### src/rtl/uart_rx_if.sv
// Host-side port bundle of uart_rx: receive fifo access and sticky error flags.
// master = host (pops bytes, clears flags), slave = receiver.
interface uart_rx_if;
  logic       o_busy;
  logic       o_frame_err;
  logic       o_overrun;
  logic       i_err_clr;
  logic       o_fifo_empty;
  logic       i_fifo_read;
  logic [7:0] o_fifo_rdata;

  modport master (
    input  o_busy, o_frame_err, o_overrun, o_fifo_empty, o_fifo_rdata,
    output i_err_clr, i_fifo_read
  );

  modport slave (
    output o_busy, o_frame_err, o_overrun, o_fifo_empty, o_fifo_rdata,
    input  i_err_clr, i_fifo_read
  );
endinterface

### src/rtl/uart_rx.sv
// 8N1 UART receiver, mid-bit sampling, bytes buffered in a show-ahead fifo; byte visible 1 cycle after stop sample.
// Full fifo drops the byte and sets sticky overrun. UART_RX_MAJORITY_EN selects 2-of-3 majority sampling.

module fifo #(
  parameter int Width = 8,
  parameter int Depth = 4
) (
  input  logic             i_clk,
  input  logic             i_rst_n,
  input  logic             i_push,
  input  logic [Width-1:0] i_wdata,
  input  logic             i_pop,
  output logic             o_full,
  output logic             o_empty,
  output logic [Width-1:0] o_rdata
);
  localparam int PtrW = (Depth > 1) ? $clog2(Depth) : 1;
  localparam int CntW = $clog2(Depth + 1);

  logic [Width-1:0] mem [Depth];
  logic [PtrW-1:0]  wr_ptr, rd_ptr;
  logic [CntW-1:0]  count;
  logic             do_push, do_pop;

  function automatic logic [PtrW-1:0] ptr_inc(input logic [PtrW-1:0] p);
    return (p == PtrW'(Depth - 1)) ? '0 : p + PtrW'(1);
  endfunction

  assign o_full  = (count == CntW'(Depth));
  assign o_empty = (count == '0);
  assign do_push = i_push && !o_full;
  assign do_pop  = i_pop && !o_empty;
  assign o_rdata = mem[rd_ptr];

  always_ff @(posedge i_clk or negedge i_rst_n) begin
    if (!i_rst_n) begin
      wr_ptr <= '0;
      rd_ptr <= '0;
      count  <= '0;
    end else begin
      if (do_push) wr_ptr <= ptr_inc(wr_ptr);
      if (do_pop)  rd_ptr <= ptr_inc(rd_ptr);
      case ({do_push, do_pop})
        2'b10:   count <= count + CntW'(1);
        2'b01:   count <= count - CntW'(1);
        default: count <= count;
      endcase
    end
  end

  always_ff @(posedge i_clk) begin
    if (do_push) mem[wr_ptr] <= i_wdata;
  end
endmodule

module uart_rx #(
  parameter int FifoDepth   = 4,
  parameter int BaudCycBits = 16
) (
  input  logic                   i_clk,
  input  logic                   i_rst_n,
  input  logic [BaudCycBits-1:0] c_baud_cyc,
  input  logic                   i_rx,
  uart_rx_if.slave               host
);
  typedef enum logic [1:0] {IDLE, START, DATA, STOP} state_t;

  localparam logic [BaudCycBits-1:0] CycOne = 1;

  state_t                 state, state_nxt;
  logic [BaudCycBits-1:0] cyc_cnt, cyc_nxt;
  logic [2:0]             bit_cnt, bit_nxt;
  logic [7:0]             shreg, sh_nxt;
  logic                   rx_meta, rx_s, rx_prev;
  logic                   fall, tick, sample;
  logic                   push, ferr_set, ovr_set;
  logic                   frame_err, overrun;
  logic                   fifo_full, fifo_empty;
  logic [7:0]             fifo_rdata;

  assign fall = !rx_s && rx_prev;
  assign tick = (state != IDLE) && (cyc_cnt == '0);

`ifdef UART_RX_MAJORITY_EN
  // Two previous rx_s values; with the live rx_s they form the 3-sample vote window.
  logic [1:0] hist;
  always_ff @(posedge i_clk or negedge i_rst_n) begin
    if (!i_rst_n) hist <= 2'b11;
    else          hist <= {hist[0], rx_s};
  end
  assign sample = (rx_s & hist[0]) | (rx_s & hist[1]) | (hist[0] & hist[1]);
`else
  assign sample = rx_s;
`endif

  always_comb begin
    state_nxt = state;
    cyc_nxt   = cyc_cnt;
    bit_nxt   = bit_cnt;
    sh_nxt    = shreg;
    push      = 1'b0;
    ferr_set  = 1'b0;
    ovr_set   = 1'b0;
    case (state)
      IDLE: begin
        if (fall) begin
          state_nxt = START;
          cyc_nxt   = c_baud_cyc >> 1;
        end
      end
      START: begin
        if (tick) begin
          if (!sample) begin
            state_nxt = DATA;
            cyc_nxt   = c_baud_cyc;
            bit_nxt   = 3'd0;
          end else begin
            state_nxt = IDLE;
          end
        end else begin
          cyc_nxt = cyc_cnt - CycOne;
        end
      end
      DATA: begin
        if (tick) begin
          sh_nxt  = {sample, shreg[7:1]};
          bit_nxt = bit_cnt + 3'd1;
          cyc_nxt = c_baud_cyc;
          if (bit_cnt == 3'd7) state_nxt = STOP;
        end else begin
          cyc_nxt = cyc_cnt - CycOne;
        end
      end
      STOP: begin
        // Leaving mid stop bit gives half a bit of slack for back-to-back frames.
        if (tick) begin
          state_nxt = IDLE;
          if (!sample)        ferr_set = 1'b1;
          else if (fifo_full) ovr_set  = 1'b1;
          else                push     = 1'b1;
        end else begin
          cyc_nxt = cyc_cnt - CycOne;
        end
      end
      default: state_nxt = IDLE;
    endcase
  end

  always_ff @(posedge i_clk or negedge i_rst_n) begin
    if (!i_rst_n) begin
      rx_meta   <= 1'b1;
      rx_s      <= 1'b1;
      rx_prev   <= 1'b1;
      state     <= IDLE;
      cyc_cnt   <= '0;
      bit_cnt   <= '0;
      shreg     <= '0;
      frame_err <= 1'b0;
      overrun   <= 1'b0;
    end else begin
      rx_meta   <= i_rx;
      rx_s      <= rx_meta;
      rx_prev   <= rx_s;
      state     <= state_nxt;
      cyc_cnt   <= cyc_nxt;
      bit_cnt   <= bit_nxt;
      shreg     <= sh_nxt;
      frame_err <= ferr_set | (frame_err & ~host.i_err_clr);
      overrun   <= ovr_set  | (overrun   & ~host.i_err_clr);
    end
  end

  fifo #(.Width(8), .Depth(FifoDepth)) u_fifo (
    .i_clk   (i_clk),
    .i_rst_n (i_rst_n),
    .i_push  (push),
    .i_wdata (shreg),
    .i_pop   (host.i_fifo_read),
    .o_full  (fifo_full),
    .o_empty (fifo_empty),
    .o_rdata (fifo_rdata)
  );

  assign host.o_busy       = (state != IDLE);
  assign host.o_frame_err  = frame_err;
  assign host.o_overrun    = overrun;
  assign host.o_fifo_empty = fifo_empty;
  assign host.o_fifo_rdata = fifo_rdata;
endmodule

### src/flat_wrapper.sv
// flat-port wrapper written by rule: the top's interface ports become plain ports
module uart_rx_flat 
#(
  parameter int FifoDepth   = 4,
  parameter int BaudCycBits = 16
)
  (i_clk, i_rst_n, c_baud_cyc, i_rx, host_o_busy, host_o_frame_err, host_o_overrun, host_o_fifo_empty, host_o_fifo_rdata, host_i_err_clr, host_i_fifo_read);
  uart_rx_if host_i ();
  input  logic i_clk;
  input  logic i_rst_n;
  input  logic [BaudCycBits-1:0] c_baud_cyc;
  input  logic i_rx;
  output wire logic [$bits(host_i.o_busy)-1:0] host_o_busy;
  output wire logic [$bits(host_i.o_frame_err)-1:0] host_o_frame_err;
  output wire logic [$bits(host_i.o_overrun)-1:0] host_o_overrun;
  output wire logic [$bits(host_i.o_fifo_empty)-1:0] host_o_fifo_empty;
  output wire logic [$bits(host_i.o_fifo_rdata)-1:0] host_o_fifo_rdata;
  input wire logic [$bits(host_i.i_err_clr)-1:0] host_i_err_clr;
  input wire logic [$bits(host_i.i_fifo_read)-1:0] host_i_fifo_read;
  assign host_o_busy = host_i.o_busy;
  assign host_o_frame_err = host_i.o_frame_err;
  assign host_o_overrun = host_i.o_overrun;
  assign host_o_fifo_empty = host_i.o_fifo_empty;
  assign host_o_fifo_rdata = host_i.o_fifo_rdata;
  assign host_i.i_err_clr = host_i_err_clr;
  assign host_i.i_fifo_read = host_i_fifo_read;
  uart_rx #(.FifoDepth(FifoDepth), .BaudCycBits(BaudCycBits)) u_core (.i_clk(i_clk), .i_rst_n(i_rst_n), .c_baud_cyc(c_baud_cyc), .i_rx(i_rx), .host(host_i));
endmodule
### config.mk
export PLATFORM = sky130hd
export DESIGN_NAME = uart_rx_flat
export DESIGN_NICKNAME = d
export VERILOG_FILES = /design/src/rtl/uart_rx_if.sv /design/src/rtl/uart_rx.sv /design/src/flat_wrapper.sv
export SDC_FILE = /design/constraint.sdc
export NUM_CORES = 1
export LEC_CHECK = 0
export CORE_ASPECT_RATIO = 0.9
export CORE_MARGIN = 2
export CORE_UTILIZATION = 34
export CTS_BUF_LIST = sky130_fd_sc_hd__clkbuf_8
export DETAILED_ROUTE_END_ITERATION = 7
export SLEW_MARGIN = 0
export SYNTH_ARGS = -nofsm -noshare
export SYNTH_HDL_FRONTEND = slang
export SYNTH_HIERARCHICAL = 1
export SYNTH_SLANG_ARGS = --single-unit
export TNS_END_PERCENT = 10
### constraint.sdc
create_clock -name i_clk -period 2.6 [get_ports i_clk]
set_input_delay 0.65 -clock i_clk [delete_from_list [all_inputs] [get_ports i_clk]]
set_output_delay 0.65 -clock i_clk [all_outputs]
set_load 0.02 [all_outputs]
* Yosys cells after proc, flatten, opt, wreduce, memory -nomap -nowiden
Memory sizes are Yosys's and may differ from the RTL's. Index checks and enable logic that the tools add are counted.
Storage, ports and cells: bits in registers 41, RAM bits 32, input port bits 21, word-level logic and storage cells 91, memories 1
Memory list:
- u_core.u_fifo.mem | words 4, width 8, rd ports 1, clocked after memory_dff 0, wr ports 1, RTL line uart_rx.sv:20 | logic [Width-1:0] mem [Depth];
Cells by class: add/subtract/negate cells 6, equality and inequality tests 17, multiplexer cells 33, bitwise gates (word level) 5, reductions and logical operators 17
Operators by type and width (number):
- $mux 16 | 5
- $pmux 16 s4 | 1
- $logic_not 16->1 | 1
- $mux 2 | 8
- $sub 16x1->16 const B | 1
- $mux 1 | 13
- $pmux 3 s2 | 2
- $eq 2x2->1 const B | 5
- $ne 2x1->1 const B | 5
- $mux 3 | 3
- $pmux 2 s4 | 1
- $add 3x1->3 const B | 2
- $eq 3x3->1 const B | 2
- $reduce_bool 2->1 | 3
- $reduce_and 5->1 | 1
- $add 2x1->2 const B | 2
- $eq 2x1->1 const B | 2
- $logic_and 1x1->1 | 4
- $ne 2x2->1 const B | 2
- $reduce_and 4->1 | 1
- $logic_not 1->1 | 3
- $logic_not 3->1 | 1
- $ne 3x3->1 const B | 1
- $reduce_and 3->1 | 1
- 6 further kinds | 8

* Longest topological paths before layout
Gate-level depths: netlist (run 1).
depth after elaboration 8, depth in mapped cells 13, depth with buffers taken out 13

* By module
Netlist (run 1), hierarchy kept.
By module, submodules not included:
- uart_rx | times used 1, cells an instance 250, area each 2292.2 um^2, sequential area each 854.6 um^2
- fifo | times used 1, cells an instance 83, area each 1611.5 um^2, sequential area each 1136.1 um^2

* Least setup slack after synthesis (run 1)
No wires, ideal clock.
path type register to register, from register u_core.state[0], to register u_core.u_fifo.count[2], library setup time 0.125 ns, data arrival time 2.709 ns, setup slack -0.234 ns, stages on the path, launching flop included 14, path buffers 0, period minus slack after synthesis 2.834 ns, path through dfrtp_1 > inv_1 > ha_1 > nor4_1 > nand4_2 > nor4_1 > and2_4 > inv_1 > ha_1 > inv_1 > fa_1 > xor2_1 > nor2_1 > xor2_1
On the way: cells in the longest elaborated chain, start to end 7
Ends and longest elaborated chain:
- start, declared | RTL line uart_rx.sv:70 | state_t state, state_nxt;
- start signal, assigned | RTL line uart_rx.sv:164 | state <= state_nxt;
- $reduce_bool 2->1 | RTL line uart_rx.sv:82 | assign tick = (state != IDLE) && (cyc_cnt == '0);
- $logic_and 1x1->1 | RTL line uart_rx.sv:82
- $mux 1 | RTL line uart_rx.sv:136 | if (tick) begin
- $mux 1 * | RTL line uart_rx.sv:104 | case (state)
- named net u_core.push | RTL line uart_rx.sv:76 | logic push, ferr_set, ovr_set;
- $logic_and 1x1->1 * | RTL line uart_rx.sv:31 | assign do_push = i_push && !o_full;
- $eq 2x1->1 or $eq 2x2->1 (tied branches) | RTL line uart_rx.sv:43 | case ({do_push, do_pop})
- $pmux 3 s2 or $reduce_bool 2->1 (tied branches)
- end signal, assigned | RTL line uart_rx.sv:44 | 2'b10: count <= count + CntW'(1);
- end signal, assigned | RTL line uart_rx.sv:45 | 2'b01: count <= count - CntW'(1);
- end signal, assigned | RTL line uart_rx.sv:46 | default: count <= count;
- end, declared | RTL line uart_rx.sv:22 | logic [CntW-1:0] count;
Mark *: on every way through the listed nets, which the timed path passes. The rest lies on a longest branch. A chain may end at the register's enable or synchronous reset.

==> results.cfg, run 1 <==
[flow_run]
max-cap-violations = 0

[layout]
area_growth_pct = 24.8
stdcell_area_sq_um = 4870
nNetsFinal = 430
fillers = 1088
drive_above_1_share_pct = 25.3
antenna_cells = 0

[clocking]
clock_path_buffers = 2
cts_root_buffer = clkbuf_8
clkTransAtPathRegs_ns = 0.08
cts-buffers-inserted = 9
cts.sinks = 73
htreeDepth = 3
cts_tree = built
hold_buffers = 0
clk_latency_ns = 0.35

[worst_setup_path]
worstPathBufferInverterCount = 2
critPathMaxFanout = 10
r2r_setup_slack_ns = 0.09
crit_chain = inv_2, ha_4, or4_4, or3_4, or3_1, buf_4, mux2_4
endpoint_kind = register
cp.arrival_ns = 2.74
cp-start-kind = register
crit_required_ns = 2.84
worst-setup-path-type = register to register
critPathTopFamily = simple AND/OR/NAND/NOR gates
max_stage_delay_ns = 0.52
r2r_end = u_core/shreg[2]
r2r_cells = 7
crit_slowest_cell = or4_4

[die]
pin_count = 33
dieHeight_microns = 106
fp.coreArea_sq_um = 11300
die_area_sq_um = 12400
initial_utilization_pct = 34.6
num_rows = 37
dieWidth_microns = 117

[routing]
drt_iter0_drc = 184
first_pass_iters = 4
via_count = 2844
drt_wl_total_microns = 8760
via_per_inst = 5.12
antenna_left = 0
route.detailed.drc = 0
post_drt_wl_per_cell_microns = 15.8

[worst_hold_path]
min_path_type = input port to asynchronous set/reset pin

[yosys]
synth_seq_area_share_pct = 51.0
syn_area_per_cell_sq_um = 11.7
synth-edff-count = 32
ys.flop_type = dfrtp_1
syn-num-nets = 369
synth_cells = 333
synth_seq_cells = 73
yosysWarningCount = 6
synthArstFlopShare_pct = 56.2
synth_cell_types = 60
synthesis.area_sq_um = 3900

[global_route]
track_usage_pct = 14.9
gr-total-overflow = 0
first_global_vias = 2765
antenna_found_initial = 0
grt_pass1_wl_microns = 14200
grt_max_degree = 33

[status]
status = finished clean

[pwr]
p_per_area_nw_per_um2 = 1020
cellLeakagePower_nw = 1.93
ir_drop_mv = 0.508

[sta]
setup_violations = 0
fmax_mhz = 399
finalHoldViolCount = 0
drv_slew = 0
period_share_pct = 96.4
fin_ws_ns = 0.0943
max-slew-margin-rel_pct = 61.4
tns_ns = 0
min_period_ns = 2.51
fin_skew_ns = 0.00664
rsz0062_at_grt = no
worst_pin_slew_ns = 0.574

[placed_design]
io_buffers = 32
pre_cts_ws_ns = 0.0277
dpl-instance-area_sq_um = 4620
place_hpwl_microns = 6220
gp_congestion = 0.954
==> cells by family (layout without fill, tap and decap cells) <==
group	count (synthesis)	after routing	synth area share [%]
and+or+nand+nor	96	96	14.3
DFF	73	73	51.0
AOI/OAI and AO/OA	69	69	12.2
buffers and inverters	44	110	4.71
muxes	25	25	10.3
adders and majority gates	15	15	5.00
xor gates and xnor gates	11	11	2.47
==> area by class of cell <==
cell class / instances / area (sq um) / area share, %
clock buffer: 9 / 124 / 2.54
clock inverter: 7 / 77.6 / 1.59
inverter: 28 / 105 / 2.16
multi-input combinational: 216 / 1810 / 37.1
sequential: 73 / 1990 / 40.9
tap: 156 / 195 / 4.01
timing repair buffer: 66 / 571 / 11.7
==> worst max path at each step <==
stage	start	end	slack (ns)	cells past startpoint
floorplan	u_core/state[0]	u_core/u_fifo/count[2]	0.01	13
finish	register	u_core/shreg[2]	0.09	7
detailed placement	register	u_core/u_fifo/count[2]	0.03	13
global placement	u_core/u_fifo/rd_ptr[0]	host_o_fifo_rdata[6]	0.08	2
global route	u_core/cyc_cnt[0]	u_core/u_fifo/count[2]	0.008	13
CTS	register	u_core/u_fifo/count[2]	0.003	13
==> Yosys cell counts (all sizes together) (4+ instances only) <==
master,number,area share (%)
edfxtp,32,25
o21ai,15,1.9
nand4,5,0.96
nand2,19,1.8
a221oi,10,2.2
xnor2,6,1.3
clkbuf,10,0.96
nor2b,5,0.80
mux4,8,4.6
xor2,5,1.1
o31ai,5,0.96
buf,6,1.1
and3,5,0.93
nand2b,9,1.4
a31oi,4,0.64
nor4,6,1.5
mux2,14,4.9
nand3,7,0.90
nor3,9,1.2
inv,27,2.6
ha,14,4.5
nor2,17,1.6
dfrtp,38,24
a21oi,10,1.3
==> flip-flops by register name (all words and copies together) (netlist names), named ones only <==
signal and count:
u_core/bit_cnt 3, u_core/cyc_cnt 16, u_core/host.o_frame_err 1, u_core/host.o_overrun 1
u_core/rx_meta 1, u_core/rx_prev 1, u_core/rx_s 1, u_core/shreg 8
u_core/state 1, u_core/u_fifo/count 3, u_core/u_fifo/mem 32, u_core/u_fifo/rd_ptr 2
u_core/u_fifo/wr_ptr 2
==> cells in the final DEF, fill, tap and decap left out, drive strengths merged, types with 3 or more instances in the layout <==
master / count
mux2: 14
nor4: 6
clkinv: 4
a221oi: 10
o211ai: 3
nor3: 9
and3: 5
o31ai: 5
a21oi: 10
clkdlybuf4s50: 23
mux2i: 3
a21o: 3
nor2: 17
clkbuf: 9
nand3: 7
nand4: 5
nor2b: 5
dfrtp: 38
a211oi: 3
o21ai: 15
inv: 29
buf: 35
dlygate4sd2: 8
nand2: 19
nand2b: 9
a31oi: 4
a22o: 3
mux4: 8
ha: 14
nand4b: 3
edfxtp: 32
xor2: 5
xnor2: 6
dfstp: 3
==> metal layers <==
metal	share of wire, %	routed length, microns	track usage (%)
met1	46	4010	20.3
met2	47	4150	23.3
met3	5.7	500	3.85
met4	1.2	102	4.37
met5	0	0	0
==> repair_timing <==
item,in CTS,in global routing
gates resized for setup,9,4
setup endpoints to repair,8,10
buffers inserted,3,4
gates cloned,0,0
pin swaps,0,4
==> power breakdown <==
| group | switching [mW] | leakage, nW | total, mW | internal (mW) |
|---|---|---|---|---|
| Sequential | 0.232 | 0.787 | 1.62 | 1.39 |
| Clock | 0.461 | 0.100 | 0.912 | 0.451 |
| Combinational | 1.30 | 1.05 | 2.45 | 1.15 |
==> through the flow <==
| stage | power, mW | util (%) | std cells | hold WS [ns] |
|---|---|---|---|---|
| floorplan | 3.28 | - | 333 | 0.345 |
| global placement | 4.08 | 40.9 | 532 | 0.357 |
| detailed placement | 4.09 | 40.9 | 532 | 0.355 |
| CTS | 5.00 | 42.8 | 551 | 0.206 |
| global route | 5.34 | 43.1 | 555 | 0.209 |
| finish | 4.98 | 43.1 | 555 | 0.211 |
(Power assumes the default switching activity.)
==> inputs of run 2 (changes only) <==
Settings changed: CORE_ASPECT_RATIO 0.9 to unset.
==> run 2 against run 1 <==
First-iteration DRC count down 42%; setup slack better by 0.0027 ns; core utilization down 0.11 points; critical path type unchanged; critical endpoint unchanged.
==> results.cfg, run 2 (synthesized netlist as in run 1, its figures left out) <==
[die]
pin_count = 33
dieWidth_microns = 111
dieHeight_microns = 111
initial_utilization_pct = 34.5
num_rows = 39
fp.coreArea_sq_um = 11300
die_area_sq_um = 12400

[global_route]
first_global_vias = 2820
use_met1_pct = 19.0
grt_pass1_wl_microns = 14500
grt_max_degree = 33
track_usage_pct = 14.6
gr-total-overflow = 0
globalRouteMet3Util_pct = 3.34
use_met2_pct = 24.6
gr-max-usage-layer = met2
antenna_found_initial = 0

[placed_design]
io_buffers = 32
place_hpwl_microns = 6180
gp_congestion = 0.882

[pwr]
p_comb_share_pct = 48.3
clkPwrFrac_pct = 19.7
power_frac_seq_pct = 32.0
p_per_area_nw_per_um2 = 1040
switchingPower_mw = 1.99
cellLeakagePower_nw = 1.93
power.internal_mw = 3.07
swShare_pct = 39.3
ir_drop_mv = 0.452

[sta]
setup_violations = 0
hold_ws_ns = 0.309
rsz0062_at_grt = no
fin_skew_ns = 0.0120
max-slew-margin-rel_pct = 58.5
min_period_ns = 2.50
finalHoldViolCount = 0
tns_ns = 0
worst_pin_slew_ns = 0.623
period_share_pct = 96.3
drv_slew = 0
fmax_mhz = 400

[layout]
largest_register_ffs = 32
largest_register = u_core/u_fifo/mem
regArea_sq_um = 1990
top_regs = u_core/u_fifo/mem: 32 flops, u_core/cyc_cnt: 16 flops, u_core/shreg: 8 flops
antenna_cells = 0
drive_above_1_share_pct = 23.8
fillers = 1077
area_growth_pct = 24.7
final_cell_mix = dfrtp_1, edfxtp_1, buf_4
final_util_pct = 43.0
layout_commonest_cell = dfrtp_1
nNetsFinal = 426
multi_input_area_sq_um = 1810

[routing]
drt_wl_total_microns = 8790
via_per_inst = 5.32
first_pass_iters = 4
route.detailed.drc = 0
drt_iter0_drc = 107
post_drt_wl_per_cell_microns = 16.3
antenna_left = 0
via_count = 2864

[clocking]
cts_tree = built
cts-buffers-inserted = 9
cts.sinks = 73
clk_latency_ns = 0.35
htreeDepth = 3
cts_root_buffer = clkbuf_8
clock_path_buffers = 2
clkTransAtPathRegs_ns = 0.09

[worst_setup_path]
cp.arrival_ns = 2.73
worst-setup-path-type = register to register
worstPathBufferInverterCount = 2
critPathMaxFanout = 10
r2r_setup_slack_ns = 0.1
crit_required_ns = 2.83
crit_chain = inv_1, ha_4, or4_4, or3_4, or3_1, buf_4, mux2_4
r2r_cells = 7
cp-start-kind = register
crit_slowest_cell = or4_4
endpoint_kind = register
r2r_end = u_core/shreg[2]
critPathTopFamily = simple AND/OR/NAND/NOR gates
max_stage_delay_ns = 0.53

[flow_run]
max-cap-violations = 0

[worst_hold_path]
min_path_type = input port to asynchronous set/reset pin

[status]
status = finished clean
run 2: cell count changes in the layout (fill, tap and decap cells not counted):
| cell | before | now |
|---|---|---|
| inv_6 | 2 | 0 |
| dfrtp_1 | 37 | 38 |
| clkinvlp_4 | 1 | 2 |
| buf_2 | 2 | 1 |
| bufinv_16 | 1 | 2 |
| inv_2 | 3 | 2 |
| dfrtp_2 | 1 | 0 |
| inv_1 | 24 | 26 |
| buf_12 | 1 | 3 |
| buf_4 | 32 | 27 |
| clkinv_2 | 1 | 0 |
run 2: worst max-delay path by stage:
stage	startpoint	endpoint	slack [ns]	cells after the start
2_1_floorplan	u_core/state[0]	u_core/u_fifo/count[2]	0.01	13
3_3_place_gp	register	u_core/u_fifo/count[2]	0.11	13
3_5_place_dp	register	u_core/u_fifo/count[2]	0.04	13
4_1_cts	register	u_core/u_fifo/count[2]	0.03	13
5_1_grt	u_core/cyc_cnt[0]	u_core/u_fifo/count[2]	0.0009	13
6_report	register	u_core/shreg[2]	0.1	7
run 2: metrics by stage:
step / std cells / setup slack [ns] / instance area (sq um) / power [mW]
6_report: 538 / 0.0970 / 4870 / 5.05
5_1_grt: 538 / 0.000902 / 4870 / 5.40
4_1_cts: 537 / 0.0320 / 4850 / 5.09
3_5_place_dp: 521 / 0.0356 / 4640 / 4.13
3_3_place_gp: 521 / 0.108 / 4640 / 4.11
2_1_floorplan: 333 / 0.0137 / 3970 / 3.28
run 2: routing by layer:
metal	part of all wire, %	vias up
met5	0	-
met4	1.2	0
met3	4.6	9
met2	49	64
met1	45	1429
li1	-	1362
run 2: power groups by stage:
stage | clock, mW | sequential, mW | combinational, mW
after floorplan | 0 | 1.58 | 1.70
after global placement | 0 | 1.64 | 2.47
after detailed placement | 0 | 1.64 | 2.49
after CTS | 1.03 | 1.62 | 2.45
after global routing | 1.08 | 1.64 | 2.68
final | 0.994 | 1.62 | 2.44
run 2: timing repair:
item | CTS | global route
hold buffers | 0 | 0
pin swaps | 0 | 2
gates resized for setup | 8 | 3
endpoints found under the setup margin | 8 | 3
buffers inserted | 0 | 1
run 2: worst register-to-register path: stages (launching register included):
cell and delay (ns):
dfrtp_1 0.35, inv_1 0.10, ha_4 0.19, or4_4 0.53
or3_4 0.36, or3_1 0.35, buf_4 0.20, mux2_4 0.31
run 2: layout make-up:
class | instances | area share, %
clock buffer | 9 | 2.54
sequential | 73 | 40.9
multi-input combinational | 216 | 37.1
timing repair buffer | 62 | 11.7
inverter | 28 | 2.16
clock inverter | 7 | 1.98
tap | 143 | 3.67
==> inputs of run 3 (changes only) <==
Settings changed: CORE_MARGIN 2 to unset.
==> run 3 against run 2 <==
Core utilization rose by 0.72 points; sequential power about the same; setup slack got worse by 0.037 ns; die area shrank 3.6%; first-iteration DRC count increased by 15%; non-clock buffer count is 3 higher; register-to-register slack worse by 0.04 ns; power shrank 2.3%.
==> results.cfg, run 3 (synthesized netlist as in run 1, its figures left out) <==
[layout]
stdcell_area_sq_um = 4820
final_util_pct = 43.7
largest_register = u_core/u_fifo/mem
top_regs = u_core/u_fifo/mem: 32 flops, u_core/cyc_cnt: 16 flops, u_core/shreg: 8 flops
area_growth_pct = 23.6
drive_above_1_share_pct = 24.4
final_cell_mix = dfrtp_1, edfxtp_1, buf_4
largest_register_ffs = 32
layout_commonest_cell = dfrtp_1
nNetsFinal = 429
antenna_cells = 0

[routing]
dr.max_layer_used = met4
antenna_left = 0
drt_wl_total_microns = 8770
route.detailed.drc = 0
via_per_inst = 5.32
post_drt_wl_per_cell_microns = 16.3
first_pass_iters = 4
via_count = 2863
dr_wl_met2_microns = 4380
m1WireLength_microns = 3890
drt_iter0_drc = 123
dr_wl_met3_microns = 421

[worst_setup_path]
r2r_cells = 7
cp.arrival_ns = 2.78
crit_required_ns = 2.84
r2r_end = u_core/shreg[1]
r2r_setup_slack_ns = 0.06
cp-start-kind = register
critPathMaxFanout = 10
endpoint_kind = register
worst-setup-path-type = register to register

[clocking]
clk_latency_ns = 0.36
clock_path_buffers = 2
cts-buffers-inserted = 9
cts_root_buffer = clkbuf_8
cts_tree = built
clkTransAtPathRegs_ns = 0.09
htreeDepth = 3
cts.sinks = 73

[sta]
setup_violations = 0
max-slew-margin-rel_pct = 59.3
fin_ws_ns = 0.0598
hold_ws_ns = 0.358
period_share_pct = 97.7
fin_skew_ns = 0.00981
finalHoldViolCount = 0
worst_pin_slew_ns = 0.606
fmax_mhz = 394
min_period_ns = 2.54
drv_slew = 0

[die]
die_area_sq_um = 11900
fp.coreArea_sq_um = 11000
num_rows = 38
pin_count = 33
initial_utilization_pct = 35.4
dieWidth_microns = 109
dieHeight_microns = 109

[pwr]
ir_drop_mv = 0.445
p_per_area_nw_per_um2 = 1020
cellLeakagePower_nw = 1.92
power_frac_seq_pct = 32.6
power.internal_mw = 2.91
p_comb_share_pct = 50.1
swShare_pct = 41.1
switchingPower_mw = 2.03
clkPwrFrac_pct = 17.3

[global_route]
track_usage_pct = 16.2
first_global_vias = 2879
grt_max_degree = 42
grt_pass1_wl_microns = 14600
antenna_found_initial = 0
gr-total-overflow = 0

[placed_design]
io_buffers = 32
gp_congestion = 0.883
place_hpwl_microns = 6160
dpl-instance-area_sq_um = 4610
pre_cts_ws_ns = -0.0242

[worst_hold_path]
min_path_type = input port to asynchronous set/reset pin

[status]
status = finished clean

[flow_run]
max-cap-violations = 0
[run 3: cell count changes in the layout (fill, tap and decap cells not counted), sizes merged]
cell / before / now
clkinv: 3 / 2
buf: 31 / 34
inv: 28 / 31
bufinv: 2 / 0
[run 3: metal layers]
metal	global-route usage [%]	vias up
li1	-	1363
met1	19.9	1416
met2	27.8	75
met3	4.00	9
met4	5.31	0
met5	0	-
[run 3: worst max-delay path by stage]
stage / slack [ns] / to / depth (start not counted) / start
after floorplan: 0.01 / u_core/u_fifo/count[2] / 13 / u_core/state[0]
after global placement: 0.08 / u_core/u_fifo/count[2] / 13 / register
after detailed placement: -0.02 / u_core/u_fifo/count[1] / 11 / register
after CTS: 0.06 / u_core/shreg[2] / 7 / register
after global routing: -0.01 / u_core/shreg[2] / 7 / register
final: 0.06 / u_core/shreg[1] / 7 / register
[run 3: stage by stage]
step                      TNS (ns)  instances  total power [mW]
after floorplan                  0        333              3.28
after global placement           0        517              4.08
after detailed placement   -0.0407        517              4.12
after CTS                        0        535              4.97
after global routing       -0.0271        538              5.30
final                            0        538              4.94
[run 3: area by class of cell]
type	instances	area, sq um
clock inverter	7	61.3
timing repair buffer	65	563
inverter	28	105
tap	140	175
multi-input combinational	216	1800
clock buffer	9	124
sequential	73	1990
fill	1051	6210
[run 3: worst max-delay path, cell delays in order (launching register included)]
cell and delay, ns:
dfrtp_1 0.39, inv_1 0.12, ha_4 0.19, or4_4 0.52, or3_4 0.35, or3_1 0.36, buf_4 0.20, mux2_4 0.30
[run 3: power by group through the flow]
stage / registers, mW / clock network [mW] / logic (mW)
detailed placement: 1.68 / 0 / 2.44
CTS: 1.62 / 0.885 / 2.47
finish: 1.61 / 0.852 / 2.47
global route: 1.65 / 0.938 / 2.72
global placement: 1.68 / 0 / 2.41
floorplan: 1.58 / 0 / 1.70
[run 3: timing repair]
action	CTS	global route
hold buffers	0	0
resized for setup	9	1
buffers inserted	2	3
setup endpoints to repair	10	10
pin swaps	1	2
